[src/rtl/spi_mem_if.sv]
// ---------------------------------------------------------------------------
// spi_mem_if: bundle of host handshake and SPI pins for spi_mem_ctrl_p.
//   master : controller view (drives dout/busy/done/err, sclk/mosi/cs)
//   slave  : environment view (host request side plus the SPI slave pins)
// Host side : start, wr, cs_sel[CSW], addr[ADDR_W], din[DATA_W] -> dout, busy, done, err
// SPI side  : sclk, mosi, cs[NUM_CS] out; miso, ready, op_done in
// ---------------------------------------------------------------------------
interface spi_mem_if #(
    parameter int unsigned ADDR_W = 8,
    parameter int unsigned DATA_W = 8,
    parameter int unsigned NUM_CS = 2
);
    localparam int unsigned CSW = (NUM_CS > 1) ? $clog2(NUM_CS) : 1;

    logic              start;
    logic              wr;
    logic [CSW-1:0]    cs_sel;
    logic [ADDR_W-1:0] addr;
    logic [DATA_W-1:0] din;
    logic [DATA_W-1:0] dout;
    logic              busy;
    logic              done;
    logic              err;
    logic              sclk;
    logic              mosi;
    logic              miso;
    logic [NUM_CS-1:0] cs;
    logic              ready;
    logic              op_done;

    modport master (
        input  start, wr, cs_sel, addr, din, miso, ready, op_done,
        output dout, busy, done, err, sclk, mosi, cs
    );

    modport slave (
        output start, wr, cs_sel, addr, din, miso, ready, op_done,
        input  dout, busy, done, err, sclk, mosi, cs
    );
endinterface

[src/rtl/spi_mem_ctrl_p.sv]
// ---------------------------------------------------------------------------
// spi_mem_ctrl_p: SPI mode-0 master for a serial memory slave, one transaction
// per accepted start pulse. Frame {din, addr, wr} is shifted LSB first (reads
// omit din), then the controller waits for op_done (write) or ready (read) and
// for reads clocks DATA_W bits back from miso.
// Ports:
//   clk_i   : clock, all logic on posedge
//   rst_ni  : asynchronous active-low reset
//   bus     : spi_mem_if.master (start/wr/cs_sel/addr/din -> dout/busy/done/err,
//             sclk/mosi/cs out, miso/ready/op_done in)
// Optional feature: define SPI_TIMEOUT_EN to abort wait states after
// TIMEOUT_CYC cycles with a done+err pulse.
// ---------------------------------------------------------------------------
module spi_mem_ctrl_p #(
    parameter int unsigned ADDR_W      = 8,
    parameter int unsigned DATA_W      = 8,
    parameter int unsigned DEPTH       = 32,
    parameter int unsigned NUM_CS      = 2,
    parameter int unsigned CLK_DIV     = 4,
    parameter int unsigned TIMEOUT_CYC = 256
) (
    input  logic      clk_i,
    input  logic      rst_ni,
    spi_mem_if.master bus
);
    localparam int unsigned CSW     = (NUM_CS > 1) ? $clog2(NUM_CS) : 1;
    localparam int unsigned FRAME_W = 1 + ADDR_W + DATA_W;
    localparam int unsigned RD_BITS = 1 + ADDR_W;
    localparam int unsigned BIT_W   = $clog2(FRAME_W + 1);
    localparam int unsigned DIV_W   = (CLK_DIV > 2) ? $clog2(CLK_DIV) : 1;
    localparam int unsigned HALF    = CLK_DIV / 2;

    // Elaboration-time guard on the parameter set
    if (CLK_DIV < 2 || (CLK_DIV % 2) != 0 || NUM_CS < 1 || TIMEOUT_CYC < 1) begin : g_param_err
        $error("spi_mem_ctrl_p: illegal parameter set");
    end

    typedef enum logic [2:0] {
        IDLE, CHECK, SHIFT_TX, WAIT_OPDONE, WAIT_READY, SHIFT_RX, ERROR, FINISH
    } state_e;

    state_e              state_q, state_d;
    logic                wr_q, wr_d;
    logic [CSW-1:0]      sel_q, sel_d;
    logic [FRAME_W-1:0]  tx_q, tx_d;
    logic [DATA_W-1:0]   rx_q, rx_d;
    logic [BIT_W-1:0]    bit_q, bit_d;
    logic [DIV_W-1:0]    div_q, div_d;
    logic                sclk_q, sclk_d;
    logic                mosi_q, mosi_d;
    logic [NUM_CS-1:0]   cs_q, cs_d;
    logic [DATA_W-1:0]   dout_q, dout_d;
    logic                busy_q, busy_d;
    logic                done_q, done_d;
    logic                err_q, err_d;

    logic                addr_bad_c;
    logic                sel_bad_c;
    logic                bit_end_c;
    logic                half_c;
    logic [BIT_W-1:0]    last_bit_c;
    logic [NUM_CS-1:0]   cs_on_c;
    logic                timeout_c;

    // Address is still intact in tx_q during CHECK (no shifting yet)
    assign addr_bad_c = {1'b0, tx_q[ADDR_W:1]} >= (ADDR_W + 1)'(DEPTH);
    assign sel_bad_c  = {1'b0, sel_q} >= (CSW + 1)'(NUM_CS);
    assign bit_end_c  = (div_q == DIV_W'(CLK_DIV - 1));
    assign half_c     = (div_q == DIV_W'(HALF - 1));
    assign last_bit_c = wr_q ? BIT_W'(FRAME_W - 1) : BIT_W'(RD_BITS - 1);
    assign cs_on_c    = ~(NUM_CS'(1) << sel_q);

`ifdef SPI_TIMEOUT_EN
    localparam int unsigned TO_W = $clog2(TIMEOUT_CYC + 1);
    logic [TO_W-1:0] to_q, to_d;

    // Wait-state cycle counter, cleared whenever the FSM is not waiting
    always_comb begin
        to_d = '0;
        if (state_q == WAIT_OPDONE || state_q == WAIT_READY) begin
            to_d = to_q + TO_W'(1);
        end
    end

    always_ff @(posedge clk_i or negedge rst_ni) begin
        if (!rst_ni) begin
            to_q <= '0;
        end else begin
            to_q <= to_d;
        end
    end

    assign timeout_c = (to_q == TO_W'(TIMEOUT_CYC - 1));
`else
    assign timeout_c = 1'b0;
`endif

    // State and registered outputs
    always_ff @(posedge clk_i or negedge rst_ni) begin
        if (!rst_ni) begin
            state_q <= IDLE;
            wr_q    <= 1'b0;
            sel_q   <= '0;
            tx_q    <= '0;
            rx_q    <= '0;
            bit_q   <= '0;
            div_q   <= '0;
            sclk_q  <= 1'b0;
            mosi_q  <= 1'b0;
            cs_q    <= '1;
            dout_q  <= '0;
            busy_q  <= 1'b0;
            done_q  <= 1'b0;
            err_q   <= 1'b0;
        end else begin
            state_q <= state_d;
            wr_q    <= wr_d;
            sel_q   <= sel_d;
            tx_q    <= tx_d;
            rx_q    <= rx_d;
            bit_q   <= bit_d;
            div_q   <= div_d;
            sclk_q  <= sclk_d;
            mosi_q  <= mosi_d;
            cs_q    <= cs_d;
            dout_q  <= dout_d;
            busy_q  <= busy_d;
            done_q  <= done_d;
            err_q   <= err_d;
        end
    end

    // Next-state and output logic; each bit is CLK_DIV cycles, low half then high half
    always_comb begin
        state_d = state_q;
        wr_d    = wr_q;
        sel_d   = sel_q;
        tx_d    = tx_q;
        rx_d    = rx_q;
        bit_d   = bit_q;
        div_d   = div_q;
        sclk_d  = sclk_q;
        mosi_d  = mosi_q;
        cs_d    = cs_q;
        dout_d  = dout_q;
        err_d   = 1'b0;

        unique case (state_q)
            IDLE: begin
                if (bus.start) begin
                    wr_d    = bus.wr;
                    sel_d   = bus.cs_sel;
                    tx_d    = {bus.din, bus.addr, bus.wr};
                    state_d = CHECK;
                end
            end
            CHECK: begin
                if (addr_bad_c || sel_bad_c) begin
                    err_d   = 1'b1;
                    state_d = ERROR;
                end else begin
                    cs_d    = cs_on_c;
                    mosi_d  = tx_q[0];
                    sclk_d  = 1'b0;
                    div_d   = '0;
                    bit_d   = '0;
                    state_d = SHIFT_TX;
                end
            end
            SHIFT_TX: begin
                if (bit_end_c) begin
                    sclk_d = 1'b0;
                    div_d  = '0;
                    if (bit_q == last_bit_c) begin
                        mosi_d  = 1'b0;
                        cs_d    = '1;
                        bit_d   = '0;
                        state_d = wr_q ? WAIT_OPDONE : WAIT_READY;
                    end else begin
                        // Falling sclk edge: present the next bit
                        mosi_d = tx_q[1];
                        tx_d   = tx_q >> 1;
                        bit_d  = bit_q + BIT_W'(1);
                    end
                end else begin
                    div_d = div_q + DIV_W'(1);
                    if (half_c) begin
                        sclk_d = 1'b1;
                    end
                end
            end
            WAIT_OPDONE: begin
                if (bus.op_done) begin
                    state_d = FINISH;
                end else if (timeout_c) begin
                    err_d   = 1'b1;
                    state_d = ERROR;
                end
            end
            WAIT_READY: begin
                if (bus.ready) begin
                    cs_d    = cs_on_c;
                    sclk_d  = 1'b0;
                    div_d   = '0;
                    bit_d   = '0;
                    state_d = SHIFT_RX;
                end else if (timeout_c) begin
                    err_d   = 1'b1;
                    state_d = ERROR;
                end
            end
            SHIFT_RX: begin
                if (bit_end_c) begin
                    sclk_d = 1'b0;
                    div_d  = '0;
                    if (bit_q == BIT_W'(DATA_W - 1)) begin
                        cs_d    = '1;
                        bit_d   = '0;
                        dout_d  = rx_q;
                        state_d = FINISH;
                    end else begin
                        bit_d = bit_q + BIT_W'(1);
                    end
                end else begin
                    div_d = div_q + DIV_W'(1);
                    if (half_c) begin
                        // Rising sclk edge: shift miso in from the top, LSB ends at bit 0
                        sclk_d = 1'b1;
                        rx_d   = DATA_W'({bus.miso, rx_q} >> 1);
                    end
                end
            end
            ERROR:   state_d = IDLE;
            FINISH:  state_d = IDLE;
            default: state_d = IDLE;
        endcase

        done_d = (state_d == FINISH) || (state_d == ERROR);
        busy_d = (state_d != IDLE);
    end

    assign bus.sclk = sclk_q;
    assign bus.mosi = mosi_q;
    assign bus.cs   = cs_q;
    assign bus.dout = dout_q;
    assign bus.busy = busy_q;
    assign bus.done = done_q;
    assign bus.err  = err_q;
endmodule

[src/flat_wrapper.sv]
// flat-port wrapper written by rule: the top's interface ports become plain ports
module spi_mem_ctrl_p_flat 
#(
    parameter int unsigned ADDR_W      = 8,
    parameter int unsigned DATA_W      = 8,
    parameter int unsigned DEPTH       = 32,
    parameter int unsigned NUM_CS      = 2,
    parameter int unsigned CLK_DIV     = 4,
    parameter int unsigned TIMEOUT_CYC = 256
)
  (clk_i, rst_ni, bus_start, bus_wr, bus_cs_sel, bus_addr, bus_din, bus_miso, bus_ready, bus_op_done, bus_dout, bus_busy, bus_done, bus_err, bus_sclk, bus_mosi, bus_cs);
  spi_mem_if #(.ADDR_W(ADDR_W), .DATA_W(DATA_W), .NUM_CS(NUM_CS)) bus_i ();
  input  logic clk_i;
  input  logic rst_ni;
  input wire logic [$bits(bus_i.start)-1:0] bus_start;
  input wire logic [$bits(bus_i.wr)-1:0] bus_wr;
  input wire logic [$bits(bus_i.cs_sel)-1:0] bus_cs_sel;
  input wire logic [$bits(bus_i.addr)-1:0] bus_addr;
  input wire logic [$bits(bus_i.din)-1:0] bus_din;
  input wire logic [$bits(bus_i.miso)-1:0] bus_miso;
  input wire logic [$bits(bus_i.ready)-1:0] bus_ready;
  input wire logic [$bits(bus_i.op_done)-1:0] bus_op_done;
  output wire logic [$bits(bus_i.dout)-1:0] bus_dout;
  output wire logic [$bits(bus_i.busy)-1:0] bus_busy;
  output wire logic [$bits(bus_i.done)-1:0] bus_done;
  output wire logic [$bits(bus_i.err)-1:0] bus_err;
  output wire logic [$bits(bus_i.sclk)-1:0] bus_sclk;
  output wire logic [$bits(bus_i.mosi)-1:0] bus_mosi;
  output wire logic [$bits(bus_i.cs)-1:0] bus_cs;
  assign bus_i.start = bus_start;
  assign bus_i.wr = bus_wr;
  assign bus_i.cs_sel = bus_cs_sel;
  assign bus_i.addr = bus_addr;
  assign bus_i.din = bus_din;
  assign bus_i.miso = bus_miso;
  assign bus_i.ready = bus_ready;
  assign bus_i.op_done = bus_op_done;
  assign bus_dout = bus_i.dout;
  assign bus_busy = bus_i.busy;
  assign bus_done = bus_i.done;
  assign bus_err = bus_i.err;
  assign bus_sclk = bus_i.sclk;
  assign bus_mosi = bus_i.mosi;
  assign bus_cs = bus_i.cs;
  spi_mem_ctrl_p #(.ADDR_W(ADDR_W), .DATA_W(DATA_W), .DEPTH(DEPTH), .NUM_CS(NUM_CS), .CLK_DIV(CLK_DIV), .TIMEOUT_CYC(TIMEOUT_CYC)) u_core (.clk_i(clk_i), .rst_ni(rst_ni), .bus(bus_i));
endmodule
[config.mk]
export PLATFORM = sky130hd
export DESIGN_NAME = spi_mem_ctrl_p_flat
export DESIGN_NICKNAME = d
export VERILOG_FILES = /design/src/rtl/spi_mem_if.sv /design/src/rtl/spi_mem_ctrl_p.sv /design/src/flat_wrapper.sv
export SDC_FILE = /design/constraint.sdc
export NUM_CORES = 1
export LEC_CHECK = 0
export ABC_AREA = 1
export BUFFER_PORTS_ARGS = -buffer_cell sky130_fd_sc_hd__buf_2
export CAP_MARGIN = 40
export CORE_AREA = 2 2 89 82
export CTS_CLUSTER_SIZE = 16
export DETAILED_ROUTE_END_ITERATION = 6
export DIE_AREA = 0 0 91 84
export HOLD_SLACK_MARGIN = 0.05
export PLACE_DENSITY = 0.66
export SLEW_MARGIN = 20
export SYNTH_ARGS = -nofsm -noshare
export SYNTH_HDL_FRONTEND = slang
export SYNTH_SLANG_ARGS = --single-unit
[constraint.sdc]
create_clock -name clk_i -period 2.2 [get_ports clk_i]
set_input_delay 0.22 -clock clk_i [delete_from_list [all_inputs] [get_ports clk_i]]
set_output_delay 0.22 -clock clk_i [all_outputs]
set_load 0.1 [all_outputs]
==> flow_metrics.env <==
export IMPL_status="completed"
export IMPL_netlist_area_leader_share_pct=47.7
export IMPL_slowest_stage="dfrtp_1"
export IMPL_power_per_cell_area_mw_per_mm2=1400
export IMPL_dieArea_mm2=0.00764
export IMPL_dr_pass1_iters=4
export IMPL_core_area_mm2=0.00682
export IMPL_portBuffers=38
export IMPL_clock_latency_ns=0.31
export IMPL_period_share_pct=83.8
export IMPL_min_path_cells=3
export IMPL_die_height_um=84
export IMPL_p_sw_mw=2.07
export IMPL_place_inst=452
export IMPL_startpoint_type="flip-flop"
export IMPL_cap_violations=0
export IMPL_synth_common_cells="nand2_1 (140), dfrtp_1 (50), inv_1 (25), nor2_1 (17), o21ai_0 (15)"
export IMPL_initial_utilization_pct=38.5
export IMPL_clockBufferDepth=2
export IMPL_clkTransAtPathRegs_ns=0.10
export IMPL_slowest_delay_ns=0.48
export IMPL_clock_sinks=52
export IMPL_root_buffer="clkbuf_8"
export IMPL_core_rowCount=29
export IMPL_hp_class="input port to flip-flop"
export IMPL_antenna_found_initial=0
export IMPL_share_seq_of_total_power_pct=37.5
export IMPL_drv_slew=0
export IMPL_clkPwrFrac_pct=14.1
export IMPL_drc_errors=0
export IMPL_fin_crit_ns=1.84
export IMPL_post_synth_top_count_cell="nand2_1"
export IMPL_synthArstFlopShare_pct=100
export IMPL_htree_levels=2
export IMPL_rsz0062_at_grt="no"
export IMPL_grt_pass1_vias=2061
export IMPL_netSwitchingFraction_pct=49.4
export IMPL_syn2layout_area_growth_pct=14.2
export IMPL_critPathMaxFanout=26
export IMPL_worstPathRequired_ns=2.46
export IMPL_track_usage_pct=14.9
export IMPL_r2r_end="u_core.tx_q[15]$_DFFE_PN0P_"
export IMPL_ys_top_cells_by_area="dfrtp_1 (48%), nand2_1 (20%), inv_1 (3.6%), o21ai_0 (2.9%), nand3_1 (2.7%)"
export IMPL_synth_edf_count=0
export IMPL_fin_skew_ns=0.00861
export IMPL_num_antenna_cells=0
export IMPL_synth_top_area_cell="dfrtp_1"
export IMPL_drive_above_1_share_pct=21.2
export IMPL_synthCells=326
export IMPL_utilization_pct=43.9
export IMPL_num_vias=2099
export IMPL_peakVddDrop_mv=0.641
export IMPL_pwr_share_comb_pct=48.3
export IMPL_cp_top_family="simple AND/OR/NAND/NOR gates"
export IMPL_ant_nets=0
export IMPL_cell_internal_pwr_mw=2.12
export IMPL_ys_seq_area_share_pct=49.7
export IMPL_syn_area_mm2=0.00262
export IMPL_hold_violations=0
export IMPL_grt_max_degree=27
export IMPL_nFillCells=699
export IMPL_avgViaCountPerCell=4.55
export IMPL_drt_iter0_markers=175
export IMPL_crit_path_cell_trace="nor2_4 > nand2_4 > inv_2 > nand2_4 > a21oi_4 > nand2_1 > nand2_1"
export IMPL_synth_cell_types=34
export IMPL_hold_start="bus_miso"
export IMPL_cp_buffers_inverters=1
export IMPL_syn_avg_cell_area_um2=8.05
export IMPL_yosys_warnings=0
export IMPL_wl_um=5220
export IMPL_setup_viol=0
export IMPL_gp_congestion=0.821
export IMPL_synthFlopType="dfrtp_1"
export IMPL_dp_hpwl_um=3810
export IMPL_p_total_mw=4.19
export IMPL_cts_setup_buffers=0
export IMPL_cts_tree="yes"
export IMPL_r2r_start="u_core.state_q[0]$_DFF_PN0_"
export IMPL_synth_seq_cells=52
export IMPL_rrSetupSlack_ns=0.36
export IMPL_setup_tns_ns=0
export IMPL_power_leakage_nw=1.61
export IMPL_fp_dieW_um=91
export IMPL_synth_nets=354
export IMPL_fmax_ghz=0.542
export IMPL_gr_total_overflow=0
export IMPL_crit_type="flip-flop to flip-flop"
export IMPL_cts_inserted_buffers=5
export IMPL_finish_net_count=395
export IMPL_worstMarginPinSlew_ns=0.486
export IMPL_crit_arrival_ns=2.10
export IMPL_end_kind="flip-flop"
export IMPL_fin_cells=461
export IMPL_wl_per_cell_um=11.3
export IMPL_ios=39
export IMPL_holdPathEnd="u_core.rx_q[7]$_DFFE_PN0P_"
export IMPL_grt_pass1_wl_um=9340
export IMPL_max_slew_margin_rel_pct=67.5
export IMPL_r2r_cells=7
-- per-layer routing --
metal,track usage [%],share of wire (%),vias to the layer above
li1,-,-,1091
met1,20.5,50,968
met2,23.9,45,34
met3,2.71,3.2,6
met4,4.68,1.5,0
met5,0,0,-
-- flip-flops by register name, summed over array words and instances (netlist names), 2 cells and up --
| register | flops |
|---|---|
| u_core.state_q | 3 |
| u_core.bit_q | 5 |
| u_core.bus.cs | 2 |
| u_core.rx_q | 8 |
| u_core.div_q | 2 |
| u_core.tx_q | 17 |
| u_core.bus.dout | 8 |
-- per-stage QoR --
step                      setup slack (ns)  hold WS (ns)  instance area [um2]
after global routing                 0.162         0.133                 3000
final                                0.356         0.112                 3000
after global placement               0.427         0.198                 2890
after CTS                            0.343         0.101                 3000
after detailed placement             0.374         0.209                 2890
after floorplan                      0.715       -0.0756                 2620
-- worst min-delay path: cells and delay by family --
family / cells / cell delay, ns
AOI/OAI and AO/OA: 1 / 0.06
buffers and inverters: 1 / 0.08
and+or+nand+nor: 1 / 0.04
-- power by group through the flow --
stage / Sequential (mW) / Combinational, mW / Clock [mW]
after floorplan: 1.98 / 1.28 / 0
after CTS: 1.57 / 2.04 / 0.615
after detailed placement: 1.59 / 2.04 / 0
final: 1.57 / 2.02 / 0.592
after global placement: 1.58 / 2.00 / 0
after global routing: 1.63 / 2.27 / 0.644
-- cell usage in the layout, fill, tap and decap left out, drive strengths merged --
master,netlist,final
clkbuf,0,5
or2,2,2
buf,8,41
dlygate4sd3,0,1
nand4,4,4
nand3,17,17
o22ai,1,1
ha,4,4
dfrtp,50,50
nor3,2,2
o21bai,1,1
mux2,2,2
o21a,1,1
dfstp,2,2
o21ai,23,23
inv,31,34
a21oi,4,4
xor2,3,3
clkinv,1,1
nor2,19,19
nand2,150,150
nand3b,1,1
-- cell families (layout without fill, tap and decap cells) --
group	count (synthesis)	count (layout)	synth area share, %
AOI/OAI and AO/OA	30	30	6.82
xor gates and xnor gates	3	3	1.00
adders and majority gates	4	4	1.91
buffers and inverters	40	82	7.01
DFF	52	52	49.7
muxes	2	2	0.858
and+or+nand+nor	195	195	32.7
-- worst max-delay path by stage --
stage / slack, ns / endpoint / from / depth (start not counted)
floorplan: 0.71 / u_core.bus.dout[1]$_DFFE_PN0P_ / u_core.div_q[0]$_DFFE_PN0P_ / 5
global placement: 0.43 / u_core.bus.dout[1]$_DFFE_PN0P_ / u_core.div_q[0]$_DFFE_PN0P_ / 5
detailed placement: 0.37 / u_core.tx_q[4]$_DFFE_PN0P_ / u_core.state_q[0]$_DFF_PN0_ / 7
CTS: 0.34 / u_core.tx_q[4]$_DFFE_PN0P_ / u_core.state_q[0]$_DFF_PN0_ / 7
global route: 0.16 / u_core.tx_q[5]$_DFFE_PN0P_ / u_core.state_q[0]$_DFF_PN0_ / 7
finish: 0.36 / u_core.tx_q[15]$_DFFE_PN0P_ / u_core.state_q[0]$_DFF_PN0_ / 7
-- final cells by class --
| type | instances | area [um2] | share of cell area [%] |
|---|---|---|---|
| clock buffers | 5 | 68.8 | 2.30 |
| clock inverters | 3 | 28.8 | 0.960 |
| inverters | 32 | 120 | 4.01 |
| multi-input cells | 234 | 1140 | 37.9 |
| flip-flops and latches | 52 | 1300 | 43.5 |
| well taps | 93 | 116 | 3.88 |
| repair buffers | 42 | 223 | 7.43 |
-- timing repair --
item,4_1_cts,5_1_grt
hold endpoints to repair,19,0
hold buffers,1,0
resized for setup,0,0
No activity file was read; power rests on OpenSTA's default activity.
